`src/rtl/commit_retire_pkg.sv`:
```
// -----------------------------------------------------------------------------
// commit_retire_pkg
// Shared types for the retirement stage of the rename pipeline.
//   commit_state_t : retire FSM state (RUN / FLUSH)
//   ARCH_REG_COUNT : architectural register count
//   rob_head_t     : bundle of the ROB head fields, reusable by the ROB itself
// Optional feature macro used by the top: COMMIT_RVFI_EN
// -----------------------------------------------------------------------------
package commit_retire_pkg;

   localparam int ARCH_REG_COUNT    = 32;
   localparam int PHYS_REG_BITS_DEF = 6;

   typedef enum logic {
      RUN   = 1'b0,
      FLUSH = 1'b1
   } commit_state_t;

   typedef struct packed {
      logic                         valid;
      logic                         ready;
      logic [4:0]                   rd;
      logic [PHYS_REG_BITS_DEF-1:0] pd;
      logic                         has_pd;
      logic                         mispredict;
      logic [31:0]                  target;
   } rob_head_t;

endpackage

```
`src/rtl/commit_retire_if.sv`:
```
// -----------------------------------------------------------------------------
// commit_retire_if
// Connects the retire stage to the ROB head, the free list and fetch redirect.
//   rob_head_*          : ROB head entry (from ROB)
//   rob_dequeue         : pop ROB head (to ROB)
//   fl_full             : free list cannot accept (from free list)
//   fl_enqueue/phys_reg : register being returned (to free list)
//   flush / flush_pc    : one-cycle redirect pulse (to fetch, ROB, RAT)
// Handshake: the head is consumed in a cycle exactly when rob_head_valid &&
// rob_head_ready are high and the retire unit raises rob_dequeue in that same
// cycle; a register is transferred to the free list exactly in a cycle where
// fl_enqueue is high, which the retire unit only does while fl_full is low.
// modport master = retire unit, modport slave = the ROB/free-list/fetch side.
// -----------------------------------------------------------------------------
interface commit_retire_if #(
   parameter int PHYS_REG_BITS = 6
);
   logic                     rob_head_valid;
   logic                     rob_head_ready;
   logic [4:0]               rob_head_rd;
   logic [PHYS_REG_BITS-1:0] rob_head_pd;
   logic                     rob_head_has_pd;
   logic                     rob_head_mispredict;
   logic [31:0]              rob_head_target;
   logic                     fl_full;
   logic                     rob_dequeue;
   logic                     fl_enqueue;
   logic [PHYS_REG_BITS-1:0] fl_phys_reg;
   logic                     flush;
   logic [31:0]              flush_pc;

   modport master (
      input  rob_head_valid, rob_head_ready, rob_head_rd, rob_head_pd,
             rob_head_has_pd, rob_head_mispredict, rob_head_target, fl_full,
      output rob_dequeue, fl_enqueue, fl_phys_reg, flush, flush_pc
   );

   modport slave (
      output rob_head_valid, rob_head_ready, rob_head_rd, rob_head_pd,
             rob_head_has_pd, rob_head_mispredict, rob_head_target, fl_full,
      input  rob_dequeue, fl_enqueue, fl_phys_reg, flush, flush_pc
   );
endinterface

```
`src/rtl/commit_retire_rrat_table.sv`:
```
// -----------------------------------------------------------------------------
// rrat_table
// Retirement RAT storage: ARCH_REGS entries, reset to identity (entry i = i).
//   clk_i, rst_i : clock, synchronous active-high reset (wins over a write)
//   we_i/waddr_i/wdata_i : single write port
//   raddr_i/rdata_o      : combinational read of the current (old) mapping
//   rrat_map_o           : flat registered image, entry i at [i*W +: W]
// -----------------------------------------------------------------------------
module rrat_table #(
   parameter int PHYS_REG_BITS = 6,
   parameter int ARCH_REGS     = 32
) (
   input  logic                               clk_i,
   input  logic                               rst_i,
   input  logic                               we_i,
   input  logic [4:0]                         waddr_i,
   input  logic [PHYS_REG_BITS-1:0]           wdata_i,
   input  logic [4:0]                         raddr_i,
   output logic [PHYS_REG_BITS-1:0]           rdata_o,
   output logic [ARCH_REGS*PHYS_REG_BITS-1:0] rrat_map_o
);

   logic [PHYS_REG_BITS-1:0] rrat_q [ARCH_REGS];

   always_ff @(posedge clk_i) begin
      if (rst_i) begin
         for (int i = 0; i < ARCH_REGS; i++) begin
            rrat_q[i] <= PHYS_REG_BITS'(i);
         end
      end else if (we_i) begin
         rrat_q[waddr_i] <= wdata_i;
      end
   end

   assign rdata_o = rrat_q[raddr_i];

   for (genvar g = 0; g < ARCH_REGS; g++) begin : g_map
      assign rrat_map_o[g*PHYS_REG_BITS +: PHYS_REG_BITS] = rrat_q[g];
   end

endmodule

```
`src/rtl/commit_retire.sv`:
```
// -----------------------------------------------------------------------------
// commit_retire
// Retires the ROB head in program order, updates the retirement RAT, returns
// superseded physical registers to the free list and raises a one-cycle flush
// (redirect PC + RRAT image) when a mispredicted control-flow op retires.
//   clk, rst     : clock, synchronous active-high reset
//   bus          : commit_retire_if.master (ROB head, free list, flush)
//   rrat_map     : registered RRAT image, entry i at [i*PHYS_REG_BITS +: ...]
//   commit_count : retired-instruction counter (wraps)
//   state_dbg_o  : current FSM state
// Optional (macro COMMIT_RVFI_EN): rvfi_valid, rvfi_order, rvfi_rd_addr,
// rvfi_pd describe each retirement in the cycle it happens.
// -----------------------------------------------------------------------------
module commit_retire
   import commit_retire_pkg::*;
#(
   parameter int PHYS_REG_BITS = 6,
   parameter int ARCH_REGS     = ARCH_REG_COUNT
) (
   input  logic                               clk,
   input  logic                               rst,
   commit_retire_if.master                    bus,
   output logic [ARCH_REGS*PHYS_REG_BITS-1:0] rrat_map,
   output logic [31:0]                        commit_count,
   output commit_state_t                      state_dbg_o
`ifdef COMMIT_RVFI_EN
   ,
   output logic                               rvfi_valid,
   output logic [63:0]                        rvfi_order,
   output logic [4:0]                         rvfi_rd_addr,
   output logic [PHYS_REG_BITS-1:0]           rvfi_pd
`endif
);

   commit_state_t            state_q, state_d;
   logic [31:0]              flush_pc_q, flush_pc_d;
   logic [31:0]              count_q, count_d;
   logic                     need_free;
   logic                     commit;
   logic                     rrat_we;
   logic [PHYS_REG_BITS-1:0] old_pd;

   assign need_free = bus.rob_head_has_pd;

   // Reset also blocks the commit so a retirement in a reset cycle is dropped.
   assign commit = !rst && (state_q == RUN) && bus.rob_head_valid &&
                   bus.rob_head_ready && !(need_free && bus.fl_full);

   // x0 is hard-wired: its mapping never changes, the allocation goes back.
   assign rrat_we = commit && need_free && (bus.rob_head_rd != 5'd0);

   rrat_table #(
      .PHYS_REG_BITS (PHYS_REG_BITS),
      .ARCH_REGS     (ARCH_REGS)
   ) u_rrat (
      .clk_i      (clk),
      .rst_i      (rst),
      .we_i       (rrat_we),
      .waddr_i    (bus.rob_head_rd),
      .wdata_i    (bus.rob_head_pd),
      .raddr_i    (bus.rob_head_rd),
      .rdata_o    (old_pd),
      .rrat_map_o (rrat_map)
   );

   // State register
   always_ff @(posedge clk) begin
      if (rst) begin
         state_q    <= RUN;
         flush_pc_q <= '0;
         count_q    <= '0;
      end else begin
         state_q    <= state_d;
         flush_pc_q <= flush_pc_d;
         count_q    <= count_d;
      end
   end

   // Next-state logic
   always_comb begin
      state_d    = state_q;
      flush_pc_d = flush_pc_q;
      count_d    = count_q;
      case (state_q)
         RUN: begin
            if (commit) begin
               count_d = count_q + 32'd1;
               if (bus.rob_head_mispredict) begin
                  flush_pc_d = bus.rob_head_target;
                  state_d    = FLUSH;
               end
            end
         end
         FLUSH:   state_d = RUN;
         default: state_d = RUN;
      endcase
   end

   // Output logic
   always_comb begin
      bus.rob_dequeue = 1'b0;
      bus.fl_enqueue  = 1'b0;
      bus.fl_phys_reg = '0;
      bus.flush       = 1'b0;
      case (state_q)
         RUN: begin
            bus.rob_dequeue = commit;
            if (commit && need_free) begin
               bus.fl_enqueue  = 1'b1;
               bus.fl_phys_reg = (bus.rob_head_rd == 5'd0) ? bus.rob_head_pd : old_pd;
            end
         end
         FLUSH:   bus.flush = 1'b1;
         default: bus.flush = 1'b0;
      endcase
   end

   assign bus.flush_pc = flush_pc_q;
   assign commit_count = count_q;
   assign state_dbg_o  = state_q;

`ifdef COMMIT_RVFI_EN
   logic [63:0] order_q;

   always_ff @(posedge clk) begin
      if (rst) begin
         order_q <= '0;
      end else if (commit) begin
         order_q <= order_q + 64'd1;
      end
   end

   assign rvfi_valid   = commit;
   assign rvfi_order   = order_q;
   assign rvfi_rd_addr = need_free ? bus.rob_head_rd : 5'd0;
   assign rvfi_pd      = bus.rob_head_pd;
`endif

endmodule

```
`src/flat_wrapper.sv`:
```
// flat-port wrapper written by rule: the top's interface ports become plain ports
module commit_retire_flat import commit_retire_pkg::*;
#(
   parameter int PHYS_REG_BITS = 6,
   parameter int ARCH_REGS     = ARCH_REG_COUNT
)
  (clk, rst, rrat_map, commit_count, state_dbg_o, bus_rob_head_valid, bus_rob_head_ready, bus_rob_head_rd, bus_rob_head_pd, bus_rob_head_has_pd, bus_rob_head_mispredict, bus_rob_head_target, bus_fl_full, bus_rob_dequeue, bus_fl_enqueue, bus_fl_phys_reg, bus_flush, bus_flush_pc);
  commit_retire_if #(.PHYS_REG_BITS(PHYS_REG_BITS)) bus_i ();
  input  logic clk;
  input  logic rst;
  output logic [ARCH_REGS*PHYS_REG_BITS-1:0] rrat_map;
  output logic [31:0] commit_count;
  output commit_state_t state_dbg_o;
  input wire logic [$bits(bus_i.rob_head_valid)-1:0] bus_rob_head_valid;
  input wire logic [$bits(bus_i.rob_head_ready)-1:0] bus_rob_head_ready;
  input wire logic [$bits(bus_i.rob_head_rd)-1:0] bus_rob_head_rd;
  input wire logic [$bits(bus_i.rob_head_pd)-1:0] bus_rob_head_pd;
  input wire logic [$bits(bus_i.rob_head_has_pd)-1:0] bus_rob_head_has_pd;
  input wire logic [$bits(bus_i.rob_head_mispredict)-1:0] bus_rob_head_mispredict;
  input wire logic [$bits(bus_i.rob_head_target)-1:0] bus_rob_head_target;
  input wire logic [$bits(bus_i.fl_full)-1:0] bus_fl_full;
  output wire logic [$bits(bus_i.rob_dequeue)-1:0] bus_rob_dequeue;
  output wire logic [$bits(bus_i.fl_enqueue)-1:0] bus_fl_enqueue;
  output wire logic [$bits(bus_i.fl_phys_reg)-1:0] bus_fl_phys_reg;
  output wire logic [$bits(bus_i.flush)-1:0] bus_flush;
  output wire logic [$bits(bus_i.flush_pc)-1:0] bus_flush_pc;
  assign bus_i.rob_head_valid = bus_rob_head_valid;
  assign bus_i.rob_head_ready = bus_rob_head_ready;
  assign bus_i.rob_head_rd = bus_rob_head_rd;
  assign bus_i.rob_head_pd = bus_rob_head_pd;
  assign bus_i.rob_head_has_pd = bus_rob_head_has_pd;
  assign bus_i.rob_head_mispredict = bus_rob_head_mispredict;
  assign bus_i.rob_head_target = bus_rob_head_target;
  assign bus_i.fl_full = bus_fl_full;
  assign bus_rob_dequeue = bus_i.rob_dequeue;
  assign bus_fl_enqueue = bus_i.fl_enqueue;
  assign bus_fl_phys_reg = bus_i.fl_phys_reg;
  assign bus_flush = bus_i.flush;
  assign bus_flush_pc = bus_i.flush_pc;
  commit_retire #(.PHYS_REG_BITS(PHYS_REG_BITS), .ARCH_REGS(ARCH_REGS)) u_core (.clk(clk), .rst(rst), .bus(bus_i), .rrat_map(rrat_map), .commit_count(commit_count), .state_dbg_o(state_dbg_o));
endmodule
```
`config.mk`:
```
export PLATFORM = sky130hd
export DESIGN_NAME = commit_retire_flat
export DESIGN_NICKNAME = d
export VERILOG_FILES = /design/src/rtl/commit_retire_pkg.sv /design/src/rtl/commit_retire_if.sv /design/src/rtl/commit_retire_rrat_table.sv /design/src/rtl/commit_retire.sv /design/src/flat_wrapper.sv
export SDC_FILE = /design/constraint.sdc
export NUM_CORES = 1
export LEC_CHECK = 0
export CAP_MARGIN = 20
export CORE_MARGIN = 1
export CORE_UTILIZATION = 45
export CTS_BUF_LIST = sky130_fd_sc_hd__clkbuf_4 sky130_fd_sc_hd__clkbuf_8
export CTS_CLUSTER_SIZE = 16
export DETAILED_ROUTE_END_ITERATION = 8
export MAX_ROUTING_LAYER = met4
export PLACE_DENSITY = 0.78
export SETUP_SLACK_MARGIN = 0.4
export SLEW_MARGIN = 5
export SYNTH_ARGS = -nofsm -noshare
export SYNTH_HDL_FRONTEND = slang
export SYNTH_SLANG_ARGS = --single-unit
```
`constraint.sdc`:
```
create_clock -name clk -period 2.16 [get_ports clk]
set_input_delay 0.216 -clock clk [delete_from_list [all_inputs] [get_ports clk]]
set_output_delay 0.216 -clock clk [all_outputs]
set_load 0.01 [all_outputs]
```
==> out/summary.txt, run 1 <==
Slew @ Worst Pin - 886 ps
CTS root buf - clkbuf_8
Routed vias - 12,000
LEAKAGE - 0.00881 uW
Critical Path Max Stage Delay - 500 ps
Status - finished, violations left
Rows - 58
Critical-path cell with the highest stage delay - mux4_2
Arr. time, crit path - 2420 ps
Worst Skew - 18.0 ps
Ys flop type - edfxtp_1
Fraction of layout cells with a size suffix above 1 - 45.9%
Yosys reg bits - 257
Initial Util - 46.3%
EDFF count, synth - 192
Yosys warns - 0
Fin crit share - 122%
CORE AREA - 25,400 um^2
Top cell type's share of synthesized area - 49.0%
Hold Path Origin - bus_rob_head_target[31]
WL per Instance - 24.5 um
Iteration-0 DRC Markers - 1,029
Core Util, Final - 83.5%
Final hold violation count - 0
Seq/Total Area, Yosys - 60.0%
Power density over cell area - 577 nW/um^2
Critical path class - reg -> out
R2R Path Start - u_core.state_dbg_o$_SDFF_PP0_
Initial antenna violation count - 3
CTS tree - built
Chip width - 164 um
# DRC - 0
Final Cell Area - 21,200 um^2
Final Slew Violations - 0
Total grt overflow - 0
Yosys cell types - 60
Hold crit path type - in -> reg
Ranking of synthesized cells by area - edfxtp_1 49%, dfxtp_1 11%, mux4_2 6.7%
All-Layer GR Usage - 35.9%
Fin worst setup slack - -477 ps
Initial DRT Pass Iterations - 7
Clk_lat worst skew - 560 ps
Fillers - 1,265
First-pass GRT wire length - 69.2 mm
Max_cap viols - 0
CP endpoint kind - primary output
Die Height - 164 um
Area after DPL - 17,400 um^2
Worst R2R Path Depth - 10
Final setup vio count - 323
Die area - 26,800 um^2
Hold Buf Count CTS - 0
Hold depth - 3
Most frequent cells after synthesis - 192 x edfxtp_1, 139 x nand2_1, 78 x nor2_1, 65 x dfxtp_1, 63 x nor3_1
CTS H-tree lvls - 2
Setup_tns - -34,890 ps
Port Buffers - 315
WL final - 50.0 mm
Flop-to-flop setup slack - -220 ps
Crit-path max FO - 2
I/O pin cnt - 316
Clk slew on worst S/H paths - 70 ps
Synthesized area - 11,800 um^2
Mapped Cells - 1,007
Vias in the first global route - 11,700
RSZ-0062 raised after global routing - yes
CP required - 1940 ps
Async set-reset flop share out of synthesis - 0%
Fmax - 379 MHz
Startpoint types - flop
Synth area leader - edfxtp_1
Final net count - 1,720
Fin crit period - 2640 ps
Detail Route Antenna Nets - 0
Sink Count - 257
Vias per cell - 5.87
Num CTS Buffers - 42
Worst slew margin - 40.9%
GP Congestion - 0.946
DPL Wire Length - 31.5 mm
Hold path endpoint - u_core.bus.flush_pc[31]$_SDFFE_PP0P_
Failing checks - setup timing
Top-count cell post-synth - edfxtp_1
Clock Path Buffers - 3
Peak VDD IR - 0.000746 V
Largest net degree at the start of global routing - 64
Worst-path cell chain - mux4_2 -> and3_4 -> a311oi_2 -> buf_4 -> a21oi_2 -> o221a_2 -> buf_6
Avg Cell Area, Syn - 11.7 um^2
Reg2reg end - u_core.u_rrat.rrat_q[4][3]$_SDFFCE_PN0P_
P&R area growth vs syn - 80.2%
## layout make-up
cell class / count / area (um^2) / area share, %
clock inverter: 18 / 161 / 0.761
antenna: 2 / 5.00 / 0.0236
clock buffer: 60 / 738 / 3.48
tap: 330 / 413 / 1.95
multi-input combinational: 654 / 5980 / 28.2
sequential: 257 / 7080 / 33.4
timing repair buffer: 702 / 6790 / 32.0
inverter: 12 / 47.5 / 0.224
## power by group
part | internal (uW) | switching [uW] | total, uW
registers | 5500 | 164 | 5670
logic | 976 | 987 | 1960
clock network | 2570 | 2040 | 4620
## state kept, by name, indices dropped and copies added, names as in the netlist
name / flops
u_core.state_dbg_o: 1
u_core.bus.flush_pc: 32
u_core.commit_count: 32
u_core.u_rrat.rrat_q: 192
## per-layer routing
layer | GRT usage (%) | wire [um] | vias up
li1 | - | - | 5025
met1 | 39.9 | 17000 | 5863
met2 | 60.8 | 25100 | 872
met3 | 8.96 | 5240 | 192
met4 | 16.4 | 2560 | 0
met5 | - | 0 | -
## critical path: cells and delay by family, from the launching register on
family                 cells  cell delay, ps
buffers and inverters      2             300
AOI/OAI and AO/OA          3             490
and+or+nand+nor            1             170
DFF                        1             420
muxes                      1             500
## cells in the final DEF (no fill, tap or decap), types with 24 or more instances in the layout
master           count
dfxtp_1             55
nor2_1              44
dlymetal6s2s_1      85
nor2_4              27
clkdlybuf4s50_1    191
a21oi_1             36
nand2_1            104
clkbuf_8            46
nand2_2             31
edfxtp_1           192
mux4_2              35
buf_6               76
dlygate4sd2_1       24
nor3_4              38
buf_4              294
## cells by family after synthesis
family	synth area share [%]
AOI/OAI and AO/OA	5.01
xor gates and xnor gates	2.01
adders and majority gates	0.106
buffers and inverters	3.85
DFF	60.0
muxes	8.94
other	0.0319
and+or+nand+nor	20.0
## worst max-delay path by stage
stage,startpoint,to,slack [ps]
after global routing,u_core.u_rrat.rrat_q[5][0]$_SDFFCE_PN1P_,bus_fl_phys_reg[0],-480
after CTS,u_core.u_rrat.rrat_q[4][0]$_SDFFCE_PN0P_,bus_fl_phys_reg[0],-480
after floorplan,u_core.state_dbg_o$_SDFF_PP0_,u_core.u_rrat.rrat_q[11][0]$_SDFFCE_PN1P_,140
after detailed placement,bus_rob_head_rd[4],bus_fl_phys_reg[3],-700
after global placement,bus_rob_head_rd[3],bus_fl_phys_reg[3],-640
final,u_core.u_rrat.rrat_q[5][0]$_SDFFCE_PN1P_,bus_fl_phys_reg[0],-480
## metrics by stage
| step | setup slack, ps | total power (uW) | hold WS [ps] | cells |
|---|---|---|---|---|
| final | -477 | 12200 | 219 | 2035 |
| after global routing | -478 | 12500 | 215 | 2035 |
| after CTS | -478 | 12000 | 192 | 1980 |
| after detailed placement | -695 | 7420 | 448 | 1845 |
| after global placement | -645 | 7400 | 440 | 1845 |
| after floorplan | 138 | 6330 | 352 | 1012 |
## timing repair
action                     CTS  global route
pin swaps                   66            21
buffers inserted            51            53
gates cloned                 6             0
resized for setup          353           209
setup endpoints to repair  537           529
Power figures use the tool's default switching activity.
==> run 2, diff against run 1 <==
--- a/config.mk
+++ b/config.mk
@@ -6,6 +6,7 @@
 export NUM_CORES = 1
 export LEC_CHECK = 0
 export CAP_MARGIN = 20
+export CORE_ASPECT_RATIO = 0.9
 export CORE_MARGIN = 1
 export CORE_UTILIZATION = 45
 export CTS_BUF_LIST = sky130_fd_sc_hd__clkbuf_4 sky130_fd_sc_hd__clkbuf_8
==> run 2 against run 1 <==
  * The flow still finishes with violations (setup timing)
  * Count of clock-buffer cells in the layout increased by 1
  * Sequential power barely moved
  * Sequential share of layout area is 0.87 points higher
  * Global-route usage shrank 0.51 points
  * Worst hold slack got worse by 14 ps
  * Clock skew down 3.4 ps
  * Final cell count fell by 1.1%
  * Combinational power hardly changed
  * Critical path depth is 1 lower
  * Non-clock buffer count shrank 32
  * Total power is 3.2% lower
  * Utilization shrank 2.2 points
  * Largest cell class unchanged
==> out/summary.txt, run 2 (synthesis gave the netlist of run 1 again) <==
Hold Path Origin - bus_rob_head_target[9]
Largest net degree at the start of global routing - 57
Slew @ Worst Pin - 767 ps
Final net count - 1,689
RSZ-0062 raised after global routing - yes
Critical Path Max Stage Delay - 490 ps
Fraction of layout cells with a size suffix above 1 - 42.8%
Crit path max-delay family - compound AO/OA/AOI/OAI gates
I/O pin cnt - 316
Met2 wire len - 23.7 mm
Critical path class - reg -> out
Area after DPL - 17,500 um^2
Initial antenna violation count - 1
CTS tree - built
Fmax - 387 MHz
DR WL met3 - 5.59 mm
Top Metal Used - met4
First-pass GRT wire length - 67.7 mm
Fin worst setup slack - -424 ps
Final setup vio count - 131
Setup_tns - -8390 ps
# DRC - 0
Power density over cell area - 574 nW/um^2
Total grt overflow - 0
Vias per cell - 5.80
Worst setup path start - u_core.u_rrat.rrat_q[0][0]$_SDFFCE_PN0P_
Vias in the first global route - 11,200
Int Pwr - 8690 uW
Initial DRT Pass Iterations - 6
Sink Count - 257
Routed vias - 11,700
Hold crit path type - in -> reg
DRT met1 WL - 17.4 mm
Most common cell after layout, fill and taps aside - clkdlybuf4s50_1
Rows - 55
CTS root buf - clkbuf_8
Die area - 26,800 um^2
Max_cap viols - 0
Hold Buf Count CTS - 0
Worst slew margin - 48.9%
Chip width - 172 um
Switching pwr - 3160 uW
LEAKAGE - 0.00784 uW
CTS H-tree lvls - 2
Iteration-0 DRC Markers - 1,376
Status - finished, violations left
Clk_lat worst skew - 550 ps
R2R Path Start - u_core.state_dbg_o$_SDFF_PP0_
Worst-path cell chain - mux4_2 -> and3_4 -> a311oi_2 -> a21oi_1 -> o221a_2 -> buf_6
Most frequent cells in the layout - 284 x clkdlybuf4s50_1, 262 x buf_4, 192 x edfxtp_1
Worst Skew - 14.6 ps
Critical-path cell with the highest stage delay - mux4_2
Initial Util - 46.4%
Sequential share of power - 47.8%
Cells after DPL - 1,860
Final hold violation count - 0
GP Congestion - 0.958
Arr. time, crit path - 2370 ps
Logic pwr share - 16.4%
Final Cell Area - 20,600 um^2
Final Slew Violations - 0
Fin crit period - 2580 ps
Clk pwr share - 35.8%
Net Sw Frac - 26.7%
Num CTS Buffers - 42
Port Buffers - 315
Failing checks - setup timing
Clk slew on worst S/H paths - 70 ps
CORE AREA - 25,400 um^2
CP endpoint kind - primary output
Crit-path max FO - 2
Hold_ws - 205 ps
Final non-filler cell total - 2,013
Die Height - 155 um
All-Layer GR Usage - 35.4%
WL per Instance - 24.4 um
Buf/Inv on CP - 1
Peak VDD IR - 0.000581 V
DPL Wire Length - 32.5 mm
Fin crit share - 120%
Top reg by flops - u_core.u_rrat.rrat_q
P&R area growth vs syn - 75.4%
Startpoint types - flop
Placement Setup Slack - -836 ps
Max reg flops - 192
Clock Path Buffers - 3
Fillers - 1,372
WL final - 49.1 mm
CP required - 1940 ps
Detail Route Antenna Nets - 0
[run 2: changes by cell type in the layout (fill, tap and decap cells not counted), sizes merged, moves of 2 or more]
cell	previous run	this run
buf	399	367
bufinv	3	0
clkdlybuf4s15	2	0
clkdlybuf4s50	191	284
clkinv	16	14
clkinvlp	0	2
dlygate4sd2	24	2
dlymetal6s2s	85	16
[run 2: power groups by stage]
stage	sequential (uW)	combinational, uW	clock (uW)
3_3_place_gp	5750	1670	0
3_5_place_dp	5760	1680	0
6_report	5660	1940	4250
4_1_cts	5650	1800	4200
5_1_grt	5680	2010	4460
2_1_floorplan	5800	530	0
[run 2: final timing paths]
kind	endpoint	slack, ps	cells after the start
hold / removal	u_core.bus.flush_pc[9]$_SDFFE_PP0P_	210	3
setup reg to reg	u_core.u_rrat.rrat_q[24][1]$_SDFFCE_PN0P_	-140	10
hold reg to reg	u_core.bus.flush_pc[16]$_SDFFE_PP0P_	450	2
setup / recovery	bus_fl_phys_reg[0]	-420	6
[run 2: through the flow]
stage	total power [uW]	util, %
2_1_floorplan	6330	-
3_3_place_gp	7420	68.7
3_5_place_dp	7440	68.7
4_1_cts	11700	76.4
5_1_grt	12100	81.3
6_report	11900	81.3
[run 2: repair_timing]
item                       in CTS  in global routing
setup endpoints to repair     507                543
hold endpoints to repair        0                  0
gates cloned                    5                  0
gates resized for setup       211                207
pin swaps                      43                 42
buffers inserted               32                 39
[run 2: per-layer routing]
layer  GRT usage (%)  up-vias
met5               -        -
met3            8.52      186
li1                -     4962
met4            13.9        0
met2            56.6      830
met1            43.3     5697
[run 2: tightest hold or removal path, delay by kind of cell]
family                 cells  cell delay [ps]
buffers and inverters      1              390
AO/OA/AOI/OAI              1               50
AND/OR/NAND/NOR            1               50
[run 2: final cells by class]
cell class	instances	area, um^2	share of cell area [%]
Antenna cell	1	2.50	0.0121
Clock buffer	61	746	3.61
Clock inverter	15	61.3	0.297
Inverter	12	53.8	0.261
Multi-Input combinational cell	655	5830	28.2
Sequential cell	257	7070	34.2
Tap cell	342	428	2.07
Timing Repair Buffer	670	6450	31.3
==> run 3, diff against run 2 <==
--- a/config.mk
+++ b/config.mk
@@ -19,3 +19,4 @@
 export SYNTH_ARGS = -nofsm -noshare
 export SYNTH_HDL_FRONTEND = slang
 export SYNTH_SLANG_ARGS = --single-unit
+export TNS_END_PERCENT = 30
==> run 3 against run 2 <==
  * The flow still finishes with violations (setup timing)
  * Setup slack worse by 73 ps
  * First-iteration DRC count fell by 21%
  * Via count decreased by 4.8%
  * Combinational power shrank 5%
  * Maximum frequency down 2.7%
  * Critical path type unchanged
  * Utilization is 3.9 points lower
  * Cell area fell by 4.8%
  * Non-clock buffer count decreased by 45
  * Total power rose by 0.45%
  * Sequential power about the same
==> out/summary.txt, run 3 (synthesis gave the netlist of run 1 again) <==
P&R area growth vs syn - 66.9%
RSZ-0062 raised after global routing - yes
Met2 wire len - 22.4 mm
I/O pin cnt - 316
Storage cell area - 7070 um^2
Critical Path Max Stage Delay - 500 ps
Final hold violation count - 0
DR WL met3 - 4.90 mm
CTS H-tree lvls - 2
Vias in the first global route - 11,000
Hold Path Origin - bus_rob_head_target[20]
Fin worst setup slack - -497 ps
Slew @ Worst Pin - 900 ps
Final Cell Area - 19,600 um^2
Worst-path cell chain - mux4_2 -> and3_4 -> a311oi_2 -> buf_4 -> a21oi_2 -> o221a_2 -> buf_6
# DRC - 0
Reg2reg end - u_core.u_rrat.rrat_q[8][3]$_SDFFCE_PN1P_
Sink Count - 257
Status - finished, violations left
DPL Wire Length - 32.1 mm
Initial Util - 46.4%
First-pass GRT wire length - 65.9 mm
Rows - 55
Die Height - 155 um
Area after DPL - 17,300 um^2
Chip width - 172 um
LEAKAGE - 0.00726 uW
Cells after DPL - 1,851
Port Buffers - 315
Routed vias - 11,100
Worst R2R Path Depth - 9
Most frequent cells in the layout - 290 x clkdlybuf4s50_1, 271 x buf_4, 192 x edfxtp_1
Crit-path max FO - 2
Num CTS Buffers - 44
Max reg flops - 192
Startpoint types - flop
Final net count - 1,645
CTS root buf - clkbuf_8
Hold Buf Count CTS - 0
CTS tree - built
Core Util, Final - 77.4%
Clock Path Buffers - 3
Vias per cell - 5.64
Arr. time, crit path - 2440 ps
Hold depth - 3
Total grt overflow - 0
Largest net degree at the start of global routing - 82
Peak VDD IR - 0.000476 V
Hold crit path type - in -> reg
Detail Route Antenna Nets - 0
Fraction of layout cells with a size suffix above 1 - 38.4%
Final Slew Violations - 0
Worst setup path start - u_core.u_rrat.rrat_q[1][0]$_SDFFCE_PN1P_
Most common cell after layout, fill and taps aside - clkdlybuf4s50_1
DRT met1 WL - 16.8 mm
Fin crit period - 2660 ps
Setup_tns - -1920 ps
Total Power Consumption - 11,900 uW
WL per Instance - 23.2 um
CORE AREA - 25,400 um^2
Initial antenna violation count - 0
Initial DRT Pass Iterations - 5
Fmax - 376 MHz
All-Layer GR Usage - 34.5%
Inserted Diodes - 0
Hold path endpoint - u_core.bus.flush_pc[20]$_SDFFE_PP0P_
Critical-path cell with the highest stage delay - mux4_2
Flop-to-flop setup slack - -20 ps
Critical path class - reg -> out
Top Metal Used - met4
Clk_lat worst skew - 560 ps
CP endpoint kind - primary output
WL final - 45.7 mm
Worst slew margin - 40.0%
CP required - 1940 ps
R2R Path Start - u_core.state_dbg_o$_SDFF_PP0_
Worst Skew - 11.6 ps
Power density over cell area - 606 nW/um^2
Failing checks - setup timing
GP Congestion - 0.983
Final non-filler cell total - 1,971
Clk slew on worst S/H paths - 70 ps
Final setup vio count - 14
Multi-input gate area - 5390 um^2
Max_cap viols - 0
Top reg by flops - u_core.u_rrat.rrat_q
Die area - 26,800 um^2
Iteration-0 DRC Markers - 1,089
Fillers - 1,513
Fin crit share - 123%
==> run 3: report_power, final <==
| part | internal [uW] | switching [uW] |
|---|---|---|
| logic | 943 | 909 |
| registers | 5500 | 148 |
| clock network | 2320 | 2090 |
==> run 3: cell type report <==
cell class | instances | share of cell area [%]
flip-flops and latches | 257 | 36.0
multi-input cells | 654 | 27.4
clock buffers | 56 | 3.67
well taps | 342 | 2.18
repair buffers | 625 | 29.7
inverters | 12 | 0.268
clock inverters | 25 | 0.745
==> run 3: repair_timing <==
action | in CTS | in global routing
endpoints found under the setup margin | 519 | 557
buffers inserted | 26 | 9
pin swaps | 49 | 60
cloned | 3 | 1
resized for setup | 177 | 124
==> run 3: worst max-delay path, delay by kind of cell (launching register included) <==
kind | cells | cell delay, ps
buffers and inverters | 2 | 280
flip-flops | 1 | 420
AO/OA/AOI/OAI | 3 | 480
AND/OR/NAND/NOR | 1 | 200
multiplexers | 1 | 500
==> run 3: stage by stage <==
stage,hold WS (ps),setup WS (ps)
floorplan,352,138
global placement,440,-737
detailed placement,447,-767
CTS,167,-485
global route,197,-549
finish,192,-497
==> run 3: metal layers <==
metal	vias to the layer above	GRT usage, %
li1	4867	-
met3	126	7.50
met2	727	55.6
met1	5396	43.2
met4	0	11.3
met5	-	-
==> run 3: worst max path at each step <==
| stage | endpoint | slack (ps) | depth (start not counted) |
|---|---|---|---|
| floorplan | u_core.u_rrat.rrat_q[11][0]$_SDFFCE_PN1P_ | 140 | 5 |
| detailed placement | bus_fl_phys_reg[3] | -770 | 9 |
| global placement | bus_fl_phys_reg[4] | -740 | 8 |
| finish | bus_fl_phys_reg[0] | -500 | 7 |
| global route | bus_fl_phys_reg[0] | -550 | 7 |
| CTS | bus_fl_phys_reg[0] | -490 | 6 |
